## src/rtl/axilite_timer_seq_pkg.sv

```systemverilog
// -----------------------------------------------------------------------------
// axilite_timer_seq_pkg
// Shared definitions for the AXI-Lite timer programming sequencer: FSM state
// encoding, timer register offsets, CSR bit positions, the handshake timeout
// and the AXI OKAY response code.
// Optional feature macro: AXILITE_TIMER_SEQ_READBACK_EN adds the read-back
// states to the state enum.
// -----------------------------------------------------------------------------
package axilite_timer_seq_pkg;

  typedef enum logic [2:0] {
    ST_IDLE,
    ST_WR_TLR,
    ST_WR_LOAD,
    ST_WR_ENA
`ifdef AXILITE_TIMER_SEQ_READBACK_EN
    ,
    ST_RD_TLR,
    ST_RD_LOAD,
    ST_RD_ENA
`endif
  } seq_state_e;

  // Which of the three register writes a state belongs to.
  typedef enum logic [1:0] {
    PH_NONE,
    PH_TLR,
    PH_LOAD,
    PH_ENA
  } seq_phase_e;

  localparam logic [31:0] CSR_OFFSET  = 32'h0000_0000;
  localparam logic [31:0] TLR_OFFSET  = 32'h0000_0004;
  localparam int          LOAD_BIT    = 5;
  localparam int          ENA_BIT     = 7;
  localparam logic [31:0] LOAD_MASK   = 32'h1 << LOAD_BIT;
  localparam logic [31:0] ENA_MASK    = 32'h1 << ENA_BIT;
  localparam logic [7:0]  SEQ_TIMEOUT = 8'd255;
  localparam logic [1:0]  RESP_OKAY   = 2'b00;

  function automatic seq_phase_e phase_of(input seq_state_e s);
    case (s)
      ST_WR_TLR:  return PH_TLR;
      ST_WR_LOAD: return PH_LOAD;
      ST_WR_ENA:  return PH_ENA;
`ifdef AXILITE_TIMER_SEQ_READBACK_EN
      ST_RD_TLR:  return PH_TLR;
      ST_RD_LOAD: return PH_LOAD;
      ST_RD_ENA:  return PH_ENA;
`endif
      default:    return PH_NONE;
    endcase
  endfunction

endpackage

```

## src/rtl/axilite_wr_txn.sv

```systemverilog
// -----------------------------------------------------------------------------
// axilite_wr_txn
// Runs one AXI-Lite write transaction per req pulse. AW and W are raised
// together, each dropped on its own ready; b_ready follows once both
// handshakes are done. An 8-bit counter, cleared on req, aborts the
// transaction when it reaches SEQ_TIMEOUT with a handshake still pending.
// Ports:
//   clk, rst_n                 clock, async active-low reset
//   req, addr, data            start pulse and the address/data to write
//   ack                        B handshake this cycle (combinational)
//   resp_err                   ack with a non-OKAY response
//   timeout                    transaction abandoned this cycle
//   aw_*, w_*, b_*             AXI-Lite write channels
// -----------------------------------------------------------------------------
module axilite_wr_txn
  import axilite_timer_seq_pkg::*;
#(
  parameter int ADDR_WIDTH = 32
) (
  input  logic                  clk,
  input  logic                  rst_n,
  input  logic                  req,
  input  logic [ADDR_WIDTH-1:0] addr,
  input  logic [31:0]           data,
  output logic                  ack,
  output logic                  resp_err,
  output logic                  timeout,
  output logic [ADDR_WIDTH-1:0] aw_addr,
  output logic                  aw_valid,
  input  logic                  aw_ready,
  output logic [31:0]           w_data,
  output logic [3:0]            w_strb,
  output logic                  w_valid,
  input  logic                  w_ready,
  input  logic [1:0]            b_resp,
  input  logic                  b_valid,
  output logic                  b_ready
);

  logic                  r_active;
  logic                  r_aw_valid;
  logic                  r_w_valid;
  logic                  r_aw_done;
  logic                  r_w_done;
  logic                  r_b_ready;
  logic [7:0]            r_cnt;
  logic [ADDR_WIDTH-1:0] r_addr;
  logic [31:0]           r_data;

  logic w_aw_hs;
  logic w_w_hs;
  logic w_b_hs;

  assign w_aw_hs  = r_aw_valid & aw_ready;
  assign w_w_hs   = r_w_valid & w_ready;
  assign w_b_hs   = r_b_ready & b_valid;

  assign ack      = w_b_hs;
  assign resp_err = w_b_hs & (b_resp != RESP_OKAY);
  assign timeout  = r_active & (r_cnt == SEQ_TIMEOUT) & ~w_b_hs;

  assign aw_addr  = r_addr;
  assign aw_valid = r_aw_valid;
  assign w_data   = r_data;
  assign w_strb   = 4'hF;
  assign w_valid  = r_w_valid;
  assign b_ready  = r_b_ready;

  // NOTE: sequential state uses non-blocking assignments; within the block the
  // last assignment wins, so the abort and the new-request branches sit last.
  always_ff @(posedge clk or negedge rst_n) begin
    if (!rst_n) begin
      r_active   <= 1'b0;
      r_aw_valid <= 1'b0;
      r_w_valid  <= 1'b0;
      r_aw_done  <= 1'b0;
      r_w_done   <= 1'b0;
      r_b_ready  <= 1'b0;
      r_cnt      <= '0;
      r_addr     <= '0;
      r_data     <= '0;
    end else begin
      if (r_active) begin
        r_cnt <= r_cnt + 8'd1;
        if (w_aw_hs) begin
          r_aw_valid <= 1'b0;
          r_aw_done  <= 1'b1;
        end
        if (w_w_hs) begin
          r_w_valid <= 1'b0;
          r_w_done  <= 1'b1;
        end
        // Both address and data accepted (now or earlier): open the B channel.
        if ((r_aw_done | w_aw_hs) & (r_w_done | w_w_hs)) r_b_ready <= 1'b1;
        if (w_b_hs) begin
          r_b_ready <= 1'b0;
          r_active  <= 1'b0;
        end
        if (timeout) begin
          r_aw_valid <= 1'b0;
          r_w_valid  <= 1'b0;
          r_b_ready  <= 1'b0;
          r_active   <= 1'b0;
        end
      end
      if (req) begin
        r_active   <= 1'b1;
        r_aw_valid <= 1'b1;
        r_w_valid  <= 1'b1;
        r_aw_done  <= 1'b0;
        r_w_done   <= 1'b0;
        r_b_ready  <= 1'b0;
        r_cnt      <= '0;
        r_addr     <= addr;
        r_data     <= data;
      end
    end
  end

endmodule

```

## src/rtl/axilite_timer_seq.sv

```systemverilog
// -----------------------------------------------------------------------------
// axilite_timer_seq
// On a start pulse, programs an AXI-Lite timer: TLR <= load_val, then
// CSR <= csr_val | LOAD, then CSR <= (csr_val & ~LOAD) | ENA. done pulses and
// busy falls together when the last step completes; err is sticky until the
// next accepted start.
// Optional feature macro: AXILITE_TIMER_SEQ_READBACK_EN reads back every
// written register (LOAD bit ignored on the CSR load step) and flags err on a
// mismatch or a non-OKAY read response. Without it the AR/R outputs are tied 0.
// Ports:
//   axi_aclk, axi_aresetn      clock, async active-low reset
//   start, load_val, csr_val   sequence request and the values to program
//   busy, done, err            sequence status
//   aw_*, w_*, b_*, ar_*, r_*  AXI-Lite master channels
// -----------------------------------------------------------------------------
module axilite_timer_seq
  import axilite_timer_seq_pkg::*;
#(
  parameter int                    ADDR_WIDTH = 32,
  parameter logic [ADDR_WIDTH-1:0] BASEADDR   = '0
) (
  input  logic                  axi_aclk,
  input  logic                  axi_aresetn,
  input  logic                  start,
  input  logic [31:0]           load_val,
  input  logic [31:0]           csr_val,
  output logic                  busy,
  output logic                  done,
  output logic                  err,
  output logic [ADDR_WIDTH-1:0] aw_addr,
  output logic                  aw_valid,
  input  logic                  aw_ready,
  output logic [31:0]           w_data,
  output logic [3:0]            w_strb,
  output logic                  w_valid,
  input  logic                  w_ready,
  input  logic [1:0]            b_resp,
  input  logic                  b_valid,
  output logic                  b_ready,
  output logic [ADDR_WIDTH-1:0] ar_addr,
  output logic                  ar_valid,
  input  logic                  ar_ready,
  input  logic [31:0]           r_data,
  input  logic [1:0]            r_resp,
  input  logic                  r_valid,
  output logic                  r_ready
);

  localparam logic [ADDR_WIDTH-1:0] TLR_ADDR = BASEADDR + ADDR_WIDTH'(TLR_OFFSET);
  localparam logic [ADDR_WIDTH-1:0] CSR_ADDR = BASEADDR + ADDR_WIDTH'(CSR_OFFSET);

  seq_state_e r_state;
  seq_state_e w_state_nx;
  logic [31:0] r_csr;
  logic        r_err;
  logic        r_done;

  seq_phase_e            w_phase;
  logic                  w_req;
  logic [ADDR_WIDTH-1:0] w_req_addr;
  logic [31:0]           w_req_data;
  logic                  w_ack;
  logic                  w_resp_err;
  logic                  w_timeout;
  logic                  w_set_err;
  logic                  w_set_done;
  logic                  w_adv;

  assign w_phase = phase_of(r_state);
  assign busy    = (r_state != ST_IDLE);
  assign done    = r_done;
  assign err     = r_err;

  axilite_wr_txn #(.ADDR_WIDTH(ADDR_WIDTH)) u_wr_txn (
    .clk      (axi_aclk),
    .rst_n    (axi_aresetn),
    .req      (w_req),
    .addr     (w_req_addr),
    .data     (w_req_data),
    .ack      (w_ack),
    .resp_err (w_resp_err),
    .timeout  (w_timeout),
    .aw_addr  (aw_addr),
    .aw_valid (aw_valid),
    .aw_ready (aw_ready),
    .w_data   (w_data),
    .w_strb   (w_strb),
    .w_valid  (w_valid),
    .w_ready  (w_ready),
    .b_resp   (b_resp),
    .b_valid  (b_valid),
    .b_ready  (b_ready)
  );

`ifdef AXILITE_TIMER_SEQ_READBACK_EN
  logic                  r_ar_valid;
  logic                  r_r_ready;
  logic [ADDR_WIDTH-1:0] r_ar_addr;
  logic [7:0]            r_rd_cnt;
  logic [31:0]           r_exp;
  logic                  w_rd_start;
  logic                  w_rd_hs;
  logic                  w_rd_bad;
  logic                  w_rd_timeout;
  logic [31:0]           w_rd_mask;

  // The timer clears LOAD by itself, so the CSR load step ignores that bit.
  assign w_rd_mask    = (w_phase == PH_LOAD) ? ~LOAD_MASK : '1;
  assign w_rd_hs      = r_r_ready & r_valid;
  assign w_rd_bad     = (r_resp != RESP_OKAY) | (((r_data ^ r_exp) & w_rd_mask) != '0);
  assign w_rd_timeout = (r_ar_valid | r_r_ready) & (r_rd_cnt == SEQ_TIMEOUT) & ~w_rd_hs;

  assign ar_valid = r_ar_valid;
  assign ar_addr  = r_ar_addr;
  assign r_ready  = r_r_ready;

  always_ff @(posedge axi_aclk or negedge axi_aresetn) begin
    if (!axi_aresetn) begin
      r_ar_valid <= 1'b0;
      r_r_ready  <= 1'b0;
      r_ar_addr  <= '0;
      r_rd_cnt   <= '0;
      r_exp      <= '0;
    end else begin
      if (w_req) r_exp <= w_req_data;
      if (r_ar_valid | r_r_ready) r_rd_cnt <= r_rd_cnt + 8'd1;
      if (r_ar_valid & ar_ready) begin
        r_ar_valid <= 1'b0;
        r_r_ready  <= 1'b1;
      end
      if (w_rd_hs) r_r_ready <= 1'b0;
      if (w_rd_timeout) begin
        r_ar_valid <= 1'b0;
        r_r_ready  <= 1'b0;
      end
      if (w_rd_start) begin
        r_ar_valid <= 1'b1;
        r_rd_cnt   <= '0;
        r_ar_addr  <= (w_phase == PH_TLR) ? TLR_ADDR : CSR_ADDR;
      end
    end
  end
`else
  logic w_unused_rd;
  assign w_unused_rd = ^{ar_ready, r_data, r_resp, r_valid};
  assign ar_valid    = 1'b0;
  assign ar_addr     = '0;
  assign r_ready     = 1'b0;
`endif

  // NOTE: every combinational output gets a default first, so no latch is inferred.
  always_comb begin
    w_state_nx = r_state;
    w_req      = 1'b0;
    w_req_addr = CSR_ADDR;
    w_req_data = r_csr | LOAD_MASK;
    w_set_err  = 1'b0;
    w_set_done = 1'b0;
    w_adv      = 1'b0;
`ifdef AXILITE_TIMER_SEQ_READBACK_EN
    w_rd_start = 1'b0;
`endif
    case (r_state)
      ST_IDLE: begin
        if (start) begin
          w_state_nx = ST_WR_TLR;
          w_req      = 1'b1;
          w_req_addr = TLR_ADDR;
          w_req_data = load_val;
        end
      end
      ST_WR_TLR, ST_WR_LOAD, ST_WR_ENA: begin
        if (w_timeout || (w_ack && w_resp_err)) begin
          w_state_nx = ST_IDLE;
          w_set_err  = 1'b1;
        end else if (w_ack) begin
`ifdef AXILITE_TIMER_SEQ_READBACK_EN
          w_rd_start = 1'b1;
          case (w_phase)
            PH_TLR:  w_state_nx = ST_RD_TLR;
            PH_LOAD: w_state_nx = ST_RD_LOAD;
            default: w_state_nx = ST_RD_ENA;
          endcase
`else
          w_adv = 1'b1;
`endif
        end
      end
`ifdef AXILITE_TIMER_SEQ_READBACK_EN
      ST_RD_TLR, ST_RD_LOAD, ST_RD_ENA: begin
        if (w_rd_timeout || (w_rd_hs && w_rd_bad)) begin
          w_state_nx = ST_IDLE;
          w_set_err  = 1'b1;
        end else if (w_rd_hs) begin
          w_adv = 1'b1;
        end
      end
`endif
      default: w_state_nx = ST_IDLE;
    endcase

    // A step finished cleanly: launch the next write or finish the sequence.
    if (w_adv) begin
      case (w_phase)
        PH_TLR: begin
          w_state_nx = ST_WR_LOAD;
          w_req      = 1'b1;
        end
        PH_LOAD: begin
          w_state_nx = ST_WR_ENA;
          w_req      = 1'b1;
          w_req_data = (r_csr & ~LOAD_MASK) | ENA_MASK;
        end
        default: begin
          w_state_nx = ST_IDLE;
          w_set_done = 1'b1;
        end
      endcase
    end
  end

  always_ff @(posedge axi_aclk or negedge axi_aresetn) begin
    if (!axi_aresetn) begin
      r_state <= ST_IDLE;
      r_csr   <= '0;
      r_err   <= 1'b0;
      r_done  <= 1'b0;
    end else begin
      r_state <= w_state_nx;
      r_done  <= w_set_done;
      if (r_state == ST_IDLE && start) begin
        r_csr <= csr_val;
        r_err <= 1'b0;
      end else if (w_set_err) begin
        r_err <= 1'b1;
      end
    end
  end

endmodule

```

## config.mk

```make
export PLATFORM = sky130hd
export DESIGN_NAME = axilite_timer_seq
export DESIGN_NICKNAME = d
export VERILOG_FILES = /design/src/rtl/axilite_timer_seq_pkg.sv /design/src/rtl/axilite_wr_txn.sv /design/src/rtl/axilite_timer_seq.sv
export SDC_FILE = /design/constraint.sdc
export NUM_CORES = 1
export LEC_CHECK = 0
export ABC_AREA = 1
export CAP_MARGIN = 10
export CORE_ASPECT_RATIO = 0.8
export CORE_MARGIN = 3
export CORE_UTILIZATION = 30
export DETAILED_ROUTE_END_ITERATION = 8
export GPL_ROUTABILITY_DRIVEN = 0
export MAX_ROUTING_LAYER = met4
export PLACE_DENSITY = 0.62
export SYNTH_ARGS = -nofsm -noshare
export SYNTH_HDL_FRONTEND = slang
export SYNTH_SLANG_ARGS = --single-unit
```

## constraint.sdc

```tcl
create_clock -name axi_aclk -period 1.8 [get_ports axi_aclk]
set_input_delay 0.36 -clock axi_aclk [delete_from_list [all_inputs] [get_ports axi_aclk]]
set_output_delay 0.36 -clock axi_aclk [all_outputs]
set_load 0.05 [all_outputs]
```

# [After elaboration in Yosys (flattened, before gate mapping)]
# Index checks and enable logic that the tools add are counted.
[op_classes] add_sub_neg=1 eq_ne=8 mux=50 n_bitwise=10 reduce_logical=21
[op_table] operator="$mux W32" count=4
[op_table] operator="$mux W1" count=36
[op_table] operator="$mux W8" count=2
[op_table] operator="$mux W3" count=5
[op_table] operator="$reduce_and A2 Y1" count=6
[op_table] operator="$reduce_bool A2 Y1" count=5
[op_table] operator="$reduce_bool A3 Y1" count=3
[op_table] operator="$add A8 B1 Y8 const B" count=1
[op_table] operator="$eq A8 B8 Y1 const B" count=1
[op_table] operator="$and A1 B1 Y1" count=7
[op_table] operator="$eq A3 B2 Y1 const B" count=2
[op_table] operator="$ne A3 B3 Y1 const B" count=2
[op_table] operator="$pmux W2 S3" count=1
[op_table] operator="$pmux W3 S2" count=1
[op_table] operator="$pmux W2 S2" count=1
[op_table] operator="$reduce_bool A4 Y1" count=1
[op_table] operator="$eq A3 B1 Y1 const B" count=1
[op_table] operator="$logic_not A3 Y1" count=1
[op_table] operator="$reduce_or A3 Y1" count=1
[op_table] operator="$eq A2 B1 Y1 const B" count=1
[op_table] operator="$eq A2 B2 Y1 const B" count=1
[op_table] operator="$logic_and A1 B1 Y1" count=2
[op_table] operator="$or A1 B1 Y1" count=2
[op_table] operator="$reduce_or A2 Y1" count=1
[op_table] operator="2 further kinds" count=2
[totals] register_bits=115 inputBits=108 output_inout_bits=108 elab_cells=103

# [Longest topological paths before layout]
[logic_depth] ltp_word=9 mapped_depth=10 ltp_nobuf=9

# [Hierarchy]
# Synthesis repeated with hierarchy kept, for this count alone.
[hier_totals] cells_unflattened=630 area_unflattened_um2=5089.9
[modules_own_cells] mod="axilite_wr_txn" n_inst=1 cells_per_inst=366 area_each_um2=3131.8 seq_area_each_um2=1951.9
[modules_own_cells] mod="axilite_timer_seq" n_inst=1 cells_per_inst=264 area_each_um2=1958.1 seq_area_each_um2=875.8

# [Worst setup path before layout]
# Ideal clock, no wire load.
[synth_timing] kind="reg-to-reg" startpoint="reg u_wr_txn.r_b_ready (netlist: u_wr_txn.b_ready)" endpoint="reg u_wr_txn.r_data[0] (netlist: u_wr_txn.w_data[0])" setup_ns=0.118 arrival_time_ns=1.449 t_required_ns=1.682 slack_ns=0.233 path_stages_with_launch=11 n_path_buf=1 synth_period_minus_slack_ns=1.567 cell_sequence="dfrtp_1 nand2_2 inv_2 nand2_2 nor2_4 nand2_2 clkinv_2 buf_6 nand2_1 nand3_1 nand2_1"
[synth_between] elab_chain_len=7 elab_cells_between_ends=11 classes_between="mux (5); bitwise (4); reduce/logical (2)"
[synth_rtl] element="start, declared" line_no="axilite_wr_txn.sv:45" source="logic r_b_ready;"
[synth_rtl] element="start signal, assigned" line_no="axilite_wr_txn.sv:78" source="r_b_ready <= 1'b0;"
[synth_rtl] element="start signal, assigned" line_no="axilite_wr_txn.sv:94" source="if ((r_aw_done | w_aw_hs) & (r_w_done | w_w_hs)) r_b_ready <= 1'b1;"
[synth_rtl] element="start signal, assigned" line_no="axilite_wr_txn.sv:96" source="r_b_ready <= 1'b0;"
[synth_rtl] element="$and A1 B1 Y1 (*)" line_no="axilite_wr_txn.sv:56" source="assign w_b_hs = r_b_ready & b_valid;"
[synth_rtl] element="$and A1 B1 Y1 or $not A1 Y1 (tied branches)" line_no="axilite_wr_txn.sv:59, axilite_wr_txn.sv:60"
[synth_rtl] element="$logic_and A1 B1 Y1 or $and A1 B1 Y1 (tied branches)" line_no="axilite_timer_seq.sv:173, axilite_wr_txn.sv:60"
[synth_rtl] element="$logic_or A1 B1 Y1" line_no="axilite_timer_seq.sv:173" source="if (w_timeout || (w_ack && w_resp_err)) begin"
[synth_rtl] element="$mux W1 (*)" line_no="axilite_timer_seq.sv:173"
[synth_rtl] element="$mux W1 (*)" line_no="axilite_timer_seq.sv:163" source="case (r_state)"
[synth_rtl] element="$mux W32 or $mux W1 (tied branches)" line_no="axilite_timer_seq.sv:203" source="if (w_adv) begin"
[synth_rtl] element="end signal, assigned" line_no="axilite_wr_txn.sv:115" source="r_data <= data;"
[synth_rtl] element="end, declared" line_no="axilite_wr_txn.sv:48" source="logic [31:0] r_data;"
# Mark *: on every way between the ends. The rest lies on a longest branch, timed or not.
# A chain may end at the register's enable or synchronous reset.

# [Worst setup path in the final report]
[layout_timing] startpoint="reg r_state[0]" endpoint="out busy"
[layout_between] elab_chain_len=1
[layout_rtl] element="start, declared" line_no="axilite_timer_seq.sv:52" source="seq_state_e r_state;"
[layout_rtl] element="start signal, assigned" line_no="axilite_timer_seq.sv:229" source="r_state <= w_state_nx;"
[layout_rtl] element="$reduce_bool A3 Y1" line_no="axilite_timer_seq.sv:70" source="assign busy = (r_state != ST_IDLE);"
[layout_rtl] element="end, declared" line_no="axilite_timer_seq.sv:27" source="output logic busy,"
# Every way passes these cells.

==> qor.csv <==
stage,metric,value,unit
timing,period_minus_slack,1.63,ns
grt,grt_max_degree,38,
timing,rsz0062_at_grt,no,
timing,fin_skew,0.00667,ns
clock_tree,worstSkewPairLatency,0.34,ns
finish,nNetsFinal,838,
power,power_density,1680,nW/um^2
finish,drive_gt1_share,14.8,%
floorplan,num_rows,39,
yosys,ys_top_cells_by_area,"dfrtp_1, nand2_1, buf_4",
worst_setup_path,crit_path_max_fanout,3,
worst_setup_path,crit_type,flip-flop to primary output,
yosys,synth_cell_types,27,
yosys,async_flop_share,100,%
route,vias,3753,
yosys,synth-main-ff-cell,dfrtp_1,
clock_tree,post_cts_buffers,0,
yosys,syn_area_per_cell,7.61,sq um
route,wl,11100,um
place,dp.cells,898,
floorplan,core_area,14400,sq um
floorplan,die_height,115,um
timing,hold_viol_final,0,
route,viasPerCell,4.11,
finish,stdcell_count,914,
floorplan,start_util,31.0,%
timing,finalWorstSetupSlack,0.170,ns
yosys,yosysMostFrequentCell,nand2_1,
finish,fin_area,6020,sq um
grt,grt_pass1_vias,3582,
clock_tree,tritoncts,yes,
min_path,hold_class,primary input to async pin,
worst_setup_path,end_kind,primary output,
power,seq_power_share,30.7,%
route,firstDrtPassIters,4,
job,drv_cap,0,
power,p_switching,4.46,mW
place,placed_cell_area,5710,sq um
outcome,outcome,"finished, final reports clean",
clock_tree,root_buffer,clkbuf_16,
timing,max_freq,614,MHz
timing,finalSetupViolCount,0,
clock_tree,clkTransAtPathRegs,0.06,ns
place,port_buffers,109,
clock_tree,numCtsBuffers,9,
clock_tree,clockBufferDepth,2,
timing,final_max_slew_viol_count,0,
power,p_int,5.66,mW
yosys,seq_area_frac_synth,46.0,%
yosys,synth_edf_count,0,
finish,diodes,0,
yosys,yosysTopAreaCell,dfrtp_1,
route,drt_iter0_drc,177,
power,leakagePower,3.23,nW
worst_setup_path,critPathLaunchType,flip-flop,
power,swShare,44.0,%
power,combinationalPowerShare,50.5,%
place,dp_slack,-0.0771,ns
grt,grt.total_usage,14.8,%
worst_setup_path,cp.arrival,1.27,ns
yosys,synth_warnings,0,
power,ir_worst_vdd,774,uV
route,drc_errors,0,
finish,nFillCells,1484,
clock_tree,clock_sinks,82,
power,pwr-share-clk,18.8,%
floorplan,ios,216,
yosys,yosys.area.top_type_share,46.0,%
yosys,postSynthCellCount,586,
timing,whs,0.405,ns
grt,grt.overflow.total,0,
floorplan,dieArea,16400,sq um
finish,utilization,41.9,%
place,dp_hpwl,7990,um
finish,syn_to_final_growth,35.2,%
timing,finalCritPeriodShare,90.6,%
worst_setup_path,cp.required,1.44,ns
grt,grt_pass1_wl,18500,um
yosys,synthesis.area,4460,sq um
yosys,ys_top_cells_by_count,"nand2_1, dfrtp_1, buf_4, nand3_1, inv_1",
route,wl_per_cell,12.2,um
yosys,yosys_register_bits,82,
floorplan,die_w,142,um
clock_tree,htreeDepth,3,
grt,antenna_found_initial,0,
route,ant_nets,0,
==> power by group through the flow <==
stage          sequential, mW  combinational, mW  clock, mW
3_3_place_gp             3.13               5.10          0
2_1_floorplan            4.27               2.25          0
3_5_place_dp             3.12               5.15          0
4_1_cts                  3.11               5.17       1.97
6_report                 3.10               5.11       1.90
5_1_grt                  3.22               5.64       2.05
==> worst max-delay path: stages, from the launching register on <==
cell and delay (ns):
dfrtp_1 0.38, inv_1 0.10, ha_1 0.21, inv_1 0.09
buf_12 0.15
==> cell families after synthesis <==
| kind of cell | after synthesis | synth area share, % |
|---|---|---|
| and+or+nand+nor | 341 | 31.8 |
| buffers and inverters | 142 | 18.9 |
| DFF | 82 | 46.0 |
| AOI/OAI and AO/OA | 13 | 1.52 |
| adders and majority gates | 4 | 1.12 |
| xor gates and xnor gates | 2 | 0.393 |
| other | 2 | 0.169 |
==> cells in the final DEF (no fill, tap or decap), drive strengths merged <==
cell type / instances
buf: 84
nor3b: 2
conb: 69
nor4: 1
nand2: 250
ha: 4
dlygate4sd3: 1
bufinv: 2
nand3: 70
o21ai: 5
clkinv: 2
dfrtp: 82
nor3: 3
nor2: 12
xor2: 2
nand3b: 1
clkdlybuf4s50: 69
nand4: 2
a21oi: 6
a31oi: 2
inv: 49
clkbuf: 12
==> timing repair <==
| item | in CTS | in global routing |
|---|---|---|
| endpoints found under the hold margin | 11 | 0 |
| hold buffers | 1 | 0 |
| gates resized for setup | 0 | 2 |
| setup endpoints to repair | 0 | 36 |
==> worst paths after layout <==
check | start | to | slack, ns | cells past startpoint
max | r_state[0] | busy | 0.17 | 4
min | axi_aresetn | u_wr_txn.w_data[15] | 0.41 | 2
max reg2reg | r_state[0] | u_wr_txn.w_data[5] | 0.21 | 7
min reg2reg | r_state[0] | r_state[0] | 0.48 | 2
max in group asynchronous | axi_aresetn | u_wr_txn.w_data[2] | 0.85 | 3
min in group axi_aclk | r_state[0] | r_state[0] | 0.48 | 2
==> registers in the layout (all words and copies together) (netlist names) <==
name	cells
u_wr_txn.w_data	32
done	1
u_wr_txn.aw_valid	1
u_wr_txn.r_aw_done	1
u_wr_txn.r_cnt	8
u_wr_txn.w_valid	1
r_csr	31
u_wr_txn.b_ready	1
r_state	2
err	1
u_wr_txn.r_w_done	1
u_wr_txn.aw_addr	1
u_wr_txn.r_active	1
==> metal layers <==
metal | vias to the layer above | share of wire (%) | GRT usage [%]
met5 | - | 0 | -
met4 | 0 | 0.78 | 3.45
met3 | 10 | 7.9 | 5.03
met2 | 124 | 44 | 21.7
met1 | 1676 | 47 | 19.9
li1 | 1943 | - | -
==> area by class of cell <==
cell class              count  area, sq um  share of cell area [%]
flip-flops and latches     82         2050                    34.1
multi-input cells         429         1810                    30.1
repair buffers            154         1430                    23.8
clock buffers              12          236                    3.93
well taps                 184          230                    3.82
inverters                  50          196                    3.26
clock inverters             3         65.1                    1.08
==> stage by stage <==
step	setup TNS (ns)	power (mW)
6_report	0	10.1
5_1_grt	0	10.9
4_1_cts	0	10.2
3_5_place_dp	-0.433	8.27
3_3_place_gp	-0.108	8.23
2_1_floorplan	0	6.52
Power figures use the tool's default switching activity.
